$ cat config.mk
export PLATFORM = sky130hd
export DESIGN_NAME = onehot_reg_bank
export DESIGN_NICKNAME = d
export VERILOG_FILES = /design/src/rtl/onehot_reg_bank.sv
export SDC_FILE = /design/constraint.sdc
export NUM_CORES = 1
export LEC_CHECK = 0
export CAP_MARGIN = 15
export CORE_MARGIN = 2
export CORE_UTILIZATION = 50
export CTS_BUF_LIST = sky130_fd_sc_hd__clkbuf_2 sky130_fd_sc_hd__clkbuf_4 sky130_fd_sc_hd__clkbuf_8
export CTS_CLUSTER_DIAMETER = 60
export CTS_CLUSTER_SIZE = 10
export DETAILED_ROUTE_END_ITERATION = 8
export PLACE_DENSITY = 0.79
export RECOVER_POWER = 25
export SETUP_SLACK_MARGIN = 0.05
export SLEW_MARGIN = 20
export SYNTH_ARGS = -nofsm -noshare
export SYNTH_HDL_FRONTEND = slang
export SYNTH_SLANG_ARGS = --single-unit
$ cat constraint.sdc
create_clock -name CLK -period 5.1 [get_ports CLK]
set_clock_uncertainty 0.05 [all_clocks]
set_input_delay 1.53 -clock CLK [delete_from_list [all_inputs] [get_ports CLK]]
set_output_delay 1.53 -clock CLK [all_outputs]
set_load 0.02 [all_outputs]
$ cat src/rtl/onehot_reg_bank.sv
// onehot_reg_bank: 8-entry register bank with one-hot write select, malformed-select guard and write-first read ports
module onehot_reg_bank #(
    parameter int WIDTH = 8
) (
    input  logic             CLK,
    input  logic             RST_N,
    input  logic             WR_EN,
    input  logic [7:0]       WR_SEL,
    input  logic [WIDTH-1:0] WR_DATA,
    input  logic [2:0]       RD_ADDR_A,
    input  logic [2:0]       RD_ADDR_B,
    input  logic             ERR_CLR,
    output logic [WIDTH-1:0] RD_DATA_A,
    output logic [WIDTH-1:0] RD_DATA_B,
    output logic [7:0]       VALID_MASK,
    output logic             SEL_ERR,
    output logic [7:0]       WR_COUNT
);
    logic [WIDTH-1:0] regs [8];
    logic one_hot;
    logic wr_ok;
    logic wr_bad;

    assign one_hot = (WR_SEL != 8'h00) && ((WR_SEL & (WR_SEL - 8'd1)) == 8'h00);
    assign wr_ok   = WR_EN && one_hot;
    assign wr_bad  = WR_EN && !one_hot;

    // storage and written-entry tracking; only a well-formed one-hot write touches them
    always_ff @(posedge CLK or negedge RST_N) begin
        if (!RST_N) begin
            for (int i = 0; i < 8; i++) regs[i] <= '0;
            VALID_MASK <= 8'h00;
        end else if (wr_ok) begin
            for (int i = 0; i < 8; i++) if (WR_SEL[i]) regs[i] <= WR_DATA;
            VALID_MASK <= VALID_MASK | WR_SEL;
        end
    end

    // registered read ports; a same-edge write to the addressed entry is forwarded
    always_ff @(posedge CLK or negedge RST_N) begin
        if (!RST_N) begin
            RD_DATA_A <= '0;
            RD_DATA_B <= '0;
        end else begin
            RD_DATA_A <= (wr_ok && WR_SEL[RD_ADDR_A]) ? WR_DATA : regs[RD_ADDR_A];
            RD_DATA_B <= (wr_ok && WR_SEL[RD_ADDR_B]) ? WR_DATA : regs[RD_ADDR_B];
        end
    end

    // sticky select error (set beats clear) and saturating accepted-write counter
    always_ff @(posedge CLK or negedge RST_N) begin
        if (!RST_N) begin
            SEL_ERR  <= 1'b0;
            WR_COUNT <= 8'h00;
        end else begin
            SEL_ERR  <= wr_bad ? 1'b1 : (ERR_CLR ? 1'b0 : SEL_ERR);
            WR_COUNT <= (wr_ok && WR_COUNT != 8'hFF) ? WR_COUNT + 8'd1 : WR_COUNT;
        end
    end
endmodule

## Yosys cells after proc, flatten, opt, wreduce, memory -nomap -nowiden

Index checks and enable logic that the tools add are counted.

- Output and inout port bits: 33
- Word-level logic and storage cells: 56
- Input bits: 26
- Register bits: 97

- $add $sub $neg: 2
- Bitwise logic cells: 4
- Reduce and logical (&&, ||, !) cells: 18
- Equality and inequality tests: 1
- $lt $le $gt $ge: 4
- Multiplexer cells: 14

Operators by type and width:

| operator | count |
|---|---|
| $bmux W8 S3 | 2 |
| $mux W8 | 6 |
| $reduce_and A2 Y1 | 8 |
| $add A8 B1 Y8 const B | 1 |
| $and A8 B8 Y8 | 1 |
| $ge A4 B4 Y1 const B | 2 |
| $logic_not A8 Y1 | 1 |
| $lt A3 B4 Y1 const B | 2 |
| $ne A8 B8 Y1 const B | 1 |
| $not A3 Y4 | 2 |
| $or A8 B8 Y8 | 1 |
| $reduce_bool A8 Y1 | 1 |
| $sub A8 B1 Y8 const B | 1 |
| $bmux W1 S3 | 2 |
| $logic_and A1 B1 Y1 | 6 |
| $mux W1 | 4 |
| $reduce_bool A2 Y1 | 1 |
| $logic_not A1 Y1 | 1 |

## Longest topological paths before layout

Gate-level depths: netlist (run 1).

- Depth in word-level cells: 7
- Gate-level depth with buffers: 9

## Worst setup path before layout (run 1)

OpenSTA, ideal clock, no wires.

- Path kind: input to register
- Start: input WR_SEL[3]
- End: register RD_DATA_B[5]
- Path slack: 1457 ps
- Path buffers: 3
- Stages on the path: 8
- Arrival time: 3468 ps
- Cell sequence: buf_6 > or4_1 > buf_2 > or3_1 > a21oi_2 > buf_6 > o211ai_4 > mux2_4

- Longest elaborated chain between the ends: 7
- Elaborated cells on any way between the ends: 10
- Those cells by class: 1 x add/sub; 3 x mux; 1 x bitwise; 5 x reduce/logical

RTL lines:

| item | RTL line | RTL |
|---|---|---|
| start: declaration | 8 | `input logic [7:0] WR_SEL,` |
| $sub A8 B1 Y8 | 24 | `assign one_hot = (WR_SEL != 8'h00) && ((WR_SEL & (WR_SEL - 8'd1)) == 8'h00);` |
| $and A8 B8 Y8 | 24 |  |
| $logic_not A8 Y1 | 24 |  |
| $logic_and A1 B1 Y1 | 24 |  |
| $logic_and A1 B1 Y1 | 25 | `assign wr_ok = WR_EN && one_hot;` |
| $logic_and A1 B1 Y1 (*) | 46 | `RD_DATA_B <= (wr_ok && WR_SEL[RD_ADDR_B]) ? WR_DATA : regs[RD_ADDR_B];` |
| $mux W8 (*) | 46 |  |
| end signal: assignment | 46 |  |
| end: declaration | 14 | `output logic [WIDTH-1:0] RD_DATA_B,` |

Mark *: on every way between the ends. The rest lies on a longest branch, timed or not. The select of a mux whose other input is x is not followed.
A chain may end at the register's enable or synchronous reset.

## Worst setup path after layout (run 1)

- Start: input WR_SEL[3]
- End: register regs[44] (netlist name)

- Longest elaborated chain between the ends: 6
- Elaborated cells on any way between the ends: 7
- Those cells by class: 1 x add/sub; 1 x bitwise; 5 x reduce/logical

RTL lines:

| item | RTL line | RTL |
|---|---|---|
| $sub A8 B1 Y8 | 24 |  |
| $and A8 B8 Y8 | 24 |  |
| $logic_not A8 Y1 | 24 |  |
| $logic_and A1 B1 Y1 (*) | 24 |  |
| $logic_and A1 B1 Y1 (*) | 25 |  |
| $reduce_and A2 Y1 (no line) (*) | - |  |
| end: declaration | 19 | `logic [WIDTH-1:0] regs [8];` |

Mark *: on every way between the ends. The rest lies on a longest branch, timed or not.

==> results of run 1 <==
==> layout make-up <==
class                      instances  area (sq um)
multi-input combinational        203          2410
inverter                           2          7.51
clock inverter                     6           115
tap                              133           166
sequential                        97          2430
timing repair buffer              69           658
fill                             795          3810
clock buffer                      10           131
==> state kept, by name, summed over array words and instances, names as in the netlist <==
signal / cells
regs: 64
RD_DATA_A: 8
VALID_MASK: 8
WR_COUNT: 8
RD_DATA_B: 8
SEL_ERR: 1
==> cell families after synthesis <==
kind of cell,synth area share (%)
xor gates and xnor gates,1.06
and+or+nand+nor,4.25
muxes,39.3
buffers and inverters,2.74
DFF,48.8
AOI/OAI and AO/OA,3.69
adders and majority gates,0.251
==> synthesized netlist by cell type (all sizes together) <==
cell type,n,area (sq um)
xnor2,6,52.6
nand2,4,15.0
mux2,100,1130
buf,17,87.6
nand3,3,15.0
inv,2,7.51
mux2i,1,10.0
dfrtp,97,2430
or4,1,7.51
o21ai,8,51.3
nor3,7,35.0
a211oi,1,7.51
o211ai,6,73.8
or2,4,25.0
a21oi,2,17.5
mux4,36,811
ha,1,12.5
nor2,5,18.8
o311ai,2,17.5
and3,5,31.3
clkbuf,11,41.3
o31ai,1,7.51
or3,1,6.26
o41ai,1,8.76
nand2b,6,37.5
and4b,2,20.0
==> worst max-delay path: stages <==
cell             delay (ns)
clkdlybuf4s50_1        0.56
or4_1                  0.63
nor2_1                 0.19
and3_1                 0.59
o211ai_2               0.41
mux2_2                 0.38
==> per-layer routing <==
metal	global-route usage, %	vias to the layer above	share of wire [%]
li1	-	1350	-
met1	28.2	1645	43
met2	31.8	90	50
met3	3.15	18	4.3
met4	8.98	0	2.3
met5	0	-	0
==> final timing paths <==
check | to | depth (start not counted) | slack [ns] | startpoint
worst min register to register | VALID_MASK[7] | 1 | 0.42 | VALID_MASK[7]
worst max register to register | WR_COUNT[1] | 6 | 3.17 | WR_COUNT[0]
worst max-delay path | regs[44] | 6 | 1.01 | WR_SEL[3]
worst min-delay path | VALID_MASK[7] | 1 | 0.42 | VALID_MASK[7]
min in group asynchronous | VALID_MASK[2] | 1 | 1.60 | RST_N
max in group asynchronous | regs[22] | 2 | 2.19 | RST_N
==> power by group <==
part | switching, mW | internal, mW | leakage, nW
Combinational | 0.149 | 0.208 | 1.23
Sequential | 0.0558 | 0.852 | 1.31
Clock | 0.269 | 0.334 | 0.121
==> through the flow <==
step	instances	setup WS, ns	total power [mW]
after floorplan	330	1.46	1.13
after global placement	504	0.742	1.27
after detailed placement	504	0.643	1.28
after CTS	520	1.03	1.89
after global routing	520	0.871	1.95
final	520	1.01	1.87
==> metrics.txt, run 1 <==
status finished, violations left; failing checks max-capacitance violations, max-slew violations; # IOs 59; Fmax around 240 MHz; Longest Clk Path Bufs 2; clk_lat worst skew roughly 0.37 ns; # rows 36; DRC viols 0; clock slew at reported path FFs roughly 0.090 ns; largest net degree at the start of global routing 77; CP Class input port to flop; CTS tree built; DRT Pass-1 Iters 4; n_diodes 0; wire length per cell between 15 and 20 microns; Worst setup SP type input port; final setup TNS 0 ns; Req. time, crit path 5.30 ns; most frequent cells in the layout mux2_2, dfrtp_1, clkdlybuf4s50_1, mux4_2, buf_4; die area between 10000 and 15000 sq um; Max H-tree Level 3; worst hold path class flop to flop; Max-slew headroom -24.0%; Finish-stage setup viols 0; Post-CTS Setup Inserts 0; Mapped Nets about 360; Pins Over Slew Limit 77; Post-Route WL between 10000 and 15000 microns; layout cells sized above 1 45.2%; die width ~100 microns; Area growth, synth to finish 18.9%; static leakage between 2 and 3 nW; Mapped Area 4980 sq um; Initial Utilization 51.2%; Max-cap violations 1; Inserted Clock Buffers 9; Final Cell Area about 5900 sq um; hold_buf cts 0; Nets 409; Yosys warnings 0; Die H between 100 and 150 microns; RSZ-0062 raised after global routing no; Via-to-Cell Ratio roughly 6.0; Worst setup EP type flop; Resized cells post-CTS 0; Cell Pwr Density approximately 320 nW/um^2; post-synthesis cell type count 35; WP data arrival around 4.3 ns; Placed Area roughly 5700 sq um; syn_area_per_cell approximately 15 sq um; Yosys reg bits between 90 and 100; final hold vios 0; Initial DRC Count 156; Tot GR Track Use 20.2%; worst-path maximum fanout 14; Core Region roughly 9700 sq um; maximum vdd drop about 130 uV; initial antenna violation count 0; clock root buffer clkbuf_8; period utilization roughly four fifths; Cells after Synth 330; Worst-Margin Slew approximately 1.9 ns; first-pass GRT wire length ~17000 microns; DP HPWL about 6900 microns; routed vias between 3000 and 4000; most common cell after layout, fill and taps aside mux2_2; final core occ between 60 and 70%; min Tclk post-route between 4 and 5 ns; # clock sinks 97; gr ovfl total 0; port buffer count 58; vias in the first global route roughly 3100; Antenna Violating Nets Remaining 0; sequential share of the synthesized area just under 50%; worst hold slack 0.422 ns; RePlAce Congestion between 0.8 and 0.9
Power figures use the tool's default switching activity.
==> run 2, diff against run 1 <==
clock period = 3.96 ns   (was 5.1 ns; I/O delays follow)
==> run 2 against run 1 <==
  * The run still ends with max-capacitance violations, max-slew violations left
  * Die area did not move
  * Register-to-register slack got worse by 1.1 ns
  * Sequential share of layout area fell by 0.069 points
  * Core utilization rose by 0.10 points
  * Critical endpoint is now regs[33]
  * Hold slack got worse by 0.0047 ns
  * Largest power group unchanged
  * Largest cell class unchanged
  * Final cell count rose by 1.3%
==> metrics.txt, run 2 (synthesis results as in run 1) <==
DP HPWL 7380 microns (+6.3%); worst hold path class flop to flop; clock slew at reported path FFs 0.09 ns (about the same); Tot GR Track Use 21.3% (+1.1 points); die area 10800 sq um (unchanged); Fmax roughly 280 MHz; initial antenna violation count 0 (unchanged); most common cell after layout, fill and taps aside mux2_2; Post-Route WL 10800 microns (+4.2%); Max-cap violations 1 (unchanged); Worst-Margin Slew 2.64 ns (+0.779 ns); Nets 416 (+1.7%); WP data arrival 3.74 ns (-0.55 ns); largest net degree at the start of global routing 51 (-34%); CP Buf/Inv Count 2 (+1); hold_buf cts 0 (unchanged); Pint 1.68 mW (+20%); Initial DRC Count 103 (-34%); static leakage 2.67 nW (+0.35%); DRC viols 0 (unchanged); Core Region 9730 sq um (unchanged); port buffer count 58 (unchanged); CP Class input port to flop; die width 104 microns (unchanged); Resized cells post-CTS 0 (unchanged); clock network power share 28.6% (-3.7 points); most frequent cells in the layout mux2_2, dfrtp_1, clkdlybuf4s50_1, mux4_2, buf_4; # IOs 59 (unchanged); Cell Pwr Density 387 nW/um^2 (+23%); maximum vdd drop 172 uV (+32%); first-pass GRT wire length 17600 microns (+5.4%); NetSw 0.614 mW (+29%); # rows 36 (unchanged); clk_lat worst skew 0.36 ns (about the same); critical path's top delay family compound AO/OA/AOI/OAI gates; Worst setup EP type flop; worst-path maximum fanout 13 (-1); period utilization 89.2%; RePlAce Congestion 0.848 (-0.67%); Area growth, synth to finish 19.1%; wire length per cell 20.6 microns (+2.8%); layout cells sized above 1 45.9% (+0.72 points); status finished, violations left; Longest Clk Path Bufs 2 (unchanged); CP max stage delay 0.62 ns (about the same); Comb power frac 20.4% (+1.3 points); Antenna Violating Nets Remaining 0 (unchanged); final hold vios 0 (unchanged); RSZ-0062 raised after global routing no; Initial Utilization 51.2% (unchanged); Post-CTS Setup Inserts 0 (unchanged); sw frac 26.8% (+1.4 points); gr ovfl total 0 (unchanged); Inserted Clock Buffers 9 (unchanged); CP Cell Sequence clkdlybuf4s50_1, or4_1, o21ai_0, a21oi_2, buf_4, o211ai_2, mux2_2; routed vias 3108 (+0.16%); n_diodes 0 (unchanged); CTS tree built; Req. time, crit path 4.16 ns (-1.14 ns); Max H-tree Level 3 (unchanged); Max-slew headroom -75.9% (-52 points); max reg flops 64 (unchanged); final setup TNS 0 ns (unchanged); largest reg by FF count regs; DRT Pass-1 Iters 4 (unchanged); Pins Over Slew Limit 51 (-34%); min Tclk post-route approximately 3.5 ns; Via-to-Cell Ratio 5.90 (-1.2%); final core occ 61.0% (+0.10 points); Finish-stage setup viols 0 (unchanged); Die H 104 microns (unchanged); vias in the first global route 3289 (+4.5%); Worst setup SP type input port; Sequential Power Share 51.0% (+2.4 points); CP max-delay cell or4_1; # clock sinks 97 (unchanged); clock root buffer clkbuf_8; failing checks max-capacitance violations, max-slew violations
## run 2: power by group through the flow
| stage | Clock (mW) | Combinational [mW] | Sequential, mW |
|---|---|---|---|
| after floorplan | 0 | 0.238 | 1.22 |
| after global placement | 0 | 0.462 | 1.18 |
| after detailed placement | 0 | 0.473 | 1.19 |
| after CTS | 0.671 | 0.475 | 1.17 |
| after global routing | 0.713 | 0.501 | 1.18 |
| final | 0.656 | 0.469 | 1.17 |
## run 2: worst paths after layout
kind / cells after the start / endpoint / start / slack (ns)
min in group asynchronous: 1 / regs[38] / RST_N / 1.60
hold / removal: 1 / VALID_MASK[3] / VALID_MASK[3] / 0.42
hold reg to reg: 1 / VALID_MASK[3] / VALID_MASK[3] / 0.42
max in group asynchronous: 2 / regs[29] / RST_N / 0.77
setup / recovery: 7 / regs[33] / WR_SEL[1] / 0.43
setup reg to reg: 6 / WR_COUNT[1] / WR_COUNT[0] / 2.06
## run 2: metal layers
metal | global-route usage [%] | share of wire (%)
met2 | 34.9 | 49
met3 | 4.28 | 5.3
met5 | 0 | 0
met1 | 27.7 | 42
met4 | 9.65 | 3.2
## run 2: worst register-to-register path: stages (launching register included)
cell and delay [ns]:
dfrtp_1 0.42, ha_1 0.20, nand3_1 0.14, nor3_1 0.35
nor2_1 0.12, o21ai_1 0.15, mux2_2 0.36
## run 2: per-stage QoR
| step | hold WS (ns) | std cells | instance area (sq um) | worst slack [ns] | power, mW |
|---|---|---|---|---|---|
| after floorplan | 0.441 | 330 | 4980 | 0.659 | 1.46 |
| after global placement | 0.399 | 511 | 5730 | 0.131 | 1.64 |
| after detailed placement | 0.401 | 511 | 5730 | 0.0703 | 1.66 |
| after CTS | 0.426 | 527 | 5930 | 0.456 | 2.31 |
| after global routing | 0.441 | 527 | 5930 | 0.194 | 2.40 |
| final | 0.418 | 527 | 5930 | 0.428 | 2.29 |
## run 2: final cells by class
type / instances / area (sq um)
inverter: 2 / 7.51
clock buffer: 10 / 138
sequential: 97 / 2430
timing repair buffer: 76 / 709
clock inverter: 6 / 67.6
fill: 763 / 3800
multi-input combinational: 203 / 2410
tap: 133 / 166
==> run 3, diff against run 2 <==
RECOVER_POWER = 100   (was 25)
clock period = 4.1 ns   (was 3.96 ns; I/O delays follow)
==> run 3 against run 2 <==
  * The flow still finishes with violations (max-capacitance violations, max-slew violations)
  * Hold slack lost 0.0018 ns
  * Via count is 0.45% lower
  * First-iteration DRC count rose by 22%
  * Global-route usage shrank 0.44 points
  * Sequential share of layout area hardly changed
  * Routed wire length fell by 1.5%
  * Critical endpoint is now regs[52]
  * Sequential cell count stayed put
  * Die area is the same
  * Register-to-register slack better by 0.07 ns
  * Clock-buffer cell count stayed put
  * Non-clock buffer count rose by 2
  * Critical path depth rose by 1
==> metrics.txt, run 3 (synthesis results as in run 1) <==
Tot Pwr 2.24 mW (-2.3%); # clock sinks 97 (unchanged); RSZ-0062 raised after global routing no; Pins Over Slew Limit 68 (+33%); Core Region 9730 sq um (unchanged); CP max stage delay 0.55 ns (-0.07 ns); die width 104 microns (unchanged); most used cell, CP clkbuf_1; Nets 418 (+0.48%); port buffer count 58 (unchanged); most common cell after layout, fill and taps aside mux2_2; max reg flops 64 (unchanged); clk_lat worst skew 0.37 ns (about the same); r2r setup slk 2.13 ns (+0.07 ns); Max-cap violations 1 (unchanged); worst flop-to-flop path endpoint WR_COUNT[1]; Inserted Clock Buffers 9 (unchanged); Max H-tree Level 3 (unchanged); worst hold path class flop to flop; Worst setup SP type input port; worst r2r src WR_COUNT[0]; period utilization approximately 93%; CTS tree built; Initial Utilization 51.2% (unchanged); clock root buffer clkbuf_8; largest net degree at the start of global routing 69 (+35%); gr ovfl total 0 (unchanged); min-delay src VALID_MASK[3]; layout cells sized above 1 44.7% (-1.2 points); Antenna Violating Nets Remaining 0 (unchanged); DRT met1 WL 4680 microns (+2.4%); Worst setup EP type flop; DRC viols 0 (unchanged); Die H 104 microns (unchanged); wire length per cell 20.2 microns (-1.8%); die area 10800 sq um (unchanged); WP data arrival 4.02 ns (+0.28 ns); failing checks max-capacitance violations, max-slew violations; min Tclk post-route 3.81 ns; Area growth, synth to finish 19.1% (about the same); CP Buf/Inv Count 3 (+1); CP Class input port to flop; routed vias 3094 (-0.45%); vias in the first global route 3265 (-0.73%); Initial DRC Count 126 (+22%); final hold vios 0 (unchanged); Post-CTS Setup Inserts 0 (unchanged); Finish-stage setup viols 0 (unchanged); clock slew at reported path FFs 0.09 ns (about the same); final setup TNS 0 ns (unchanged); Worst-Margin Slew 1.72 ns (-0.916 ns); status finished, violations left; largest reg by FF count regs; hold_buf cts 0 (unchanged); # rows 36 (unchanged); static leakage 2.76 nW (+3.5%); uppermost layer routed met4; Fillers 806 (+5.6%); Longest Clk Path Bufs 2 (unchanged); Post-Route WL 10700 microns (-1.5%); Cell Pwr Density 378 nW/um^2 (-2.2%); worst-path maximum fanout 7 (-6); n_diodes 0 (unchanged); Tot GR Track Use 20.9% (-0.44 points); Fmax between 200 and 300 MHz; CP max-delay cell dlygate4sd3_1; DRT Pass-1 Iters 4 (unchanged); Via-to-Cell Ratio 5.85 (-0.83%); Met2 Wirelength 5330 microns (about the same); first-pass GRT wire length 17200 microns (-2.8%); most frequent cells in the layout mux2_2, dfrtp_1, mux4_2, dlygate4sd3_1, clkdlybuf4s50_1; initial antenna violation count 0 (unchanged); hold path depth 1 (unchanged); RePlAce Congestion 0.878 (+3.6%); Req. time, crit path 4.31 ns (+0.15 ns); critical path's top delay family buffers and inverters; Resized cells post-CTS 0 (unchanged); met3 routed WL 435 microns (-25%); Final Cell Area 5930 sq um (about the same); CP Cell Sequence dlygate4sd3_1, clkbuf_1, o41ai_1, o311ai_1, nor2_1, and3_1, clkbuf_1, mux2_2; Placed Area 5760 sq um (+0.48%); Max-slew headroom -14.8% (+61 points); maximum vdd drop 212 uV (+24%); DP HPWL 7060 microns (-4.3%); FF-to-FF path depth 6 (unchanged); worst hold slack 0.416 ns (-0.00179 ns); Hold Crit Endpoint VALID_MASK[3]; # IOs 59 (unchanged)
[run 3: changes by cell type in the layout (fill, tap and decap cells not counted), sizes merged]
cell / before / now
clkinv: 3 / 2
buf: 18 / 11
bufinv: 1 / 2
clkdlybuf4s50: 57 / 23
dlygate4sd3: 0 / 34
clkbuf: 11 / 20
[run 3: cell type report]
type | instances | area, sq um | share of cell area (%)
Clock buffer | 10 | 131 | 2.22
Inverter | 2 | 7.51 | 0.127
Clock inverter | 6 | 92.6 | 1.56
Tap cell | 133 | 166 | 2.81
Timing Repair Buffer | 78 | 708 | 11.9
Multi-Input combinational cell | 203 | 2390 | 40.4
Sequential cell | 97 | 2430 | 40.9
[run 3: where the power goes]
part | internal [mW] | switching (mW)
combinational | 0.245 | 0.188
sequential | 1.06 | 0.0659
clock | 0.352 | 0.330
total | 1.66 | 0.584
[run 3: how the worst max path moves through the flow]
stage / startpoint / to / slack [ns] / cells after the start
final: WR_SEL[1] / regs[52] / 0.29 / 8
after CTS: WR_SEL[1] / regs[37] / 0.51 / 7
after floorplan: WR_SEL[3] / RD_DATA_B[5] / 0.76 / 8
after global placement: WR_SEL[1] / regs[33] / 0.21 / 7
after detailed placement: WR_SEL[1] / regs[37] / 0.12 / 7
after global routing: WR_SEL[1] / regs[52] / 0.23 / 8
[run 3: worst reg2reg max path: cells and delay by family, from the launching register on]
family,cells,cell delay [ns]
mux,1,0.38
simple gates,3,0.60
flops,1,0.43
compound gates,1,0.19
fa+ha+maj,1,0.22
[run 3: through the flow]
step	setup slack (ns)	utilization (%)	instances
after floorplan	0.757	-	330
after global placement	0.208	59.2	513
after detailed placement	0.124	59.2	513
after CTS	0.513	61.5	529
after global routing	0.234	60.9	529
final	0.291	60.9	529
[run 3: layer usage]
layer,track usage (%),vias up
met1,27.4,1617
met2,34.6,89
li1,-,1372
met5,0,-
met3,4.28,16
met4,7.92,0
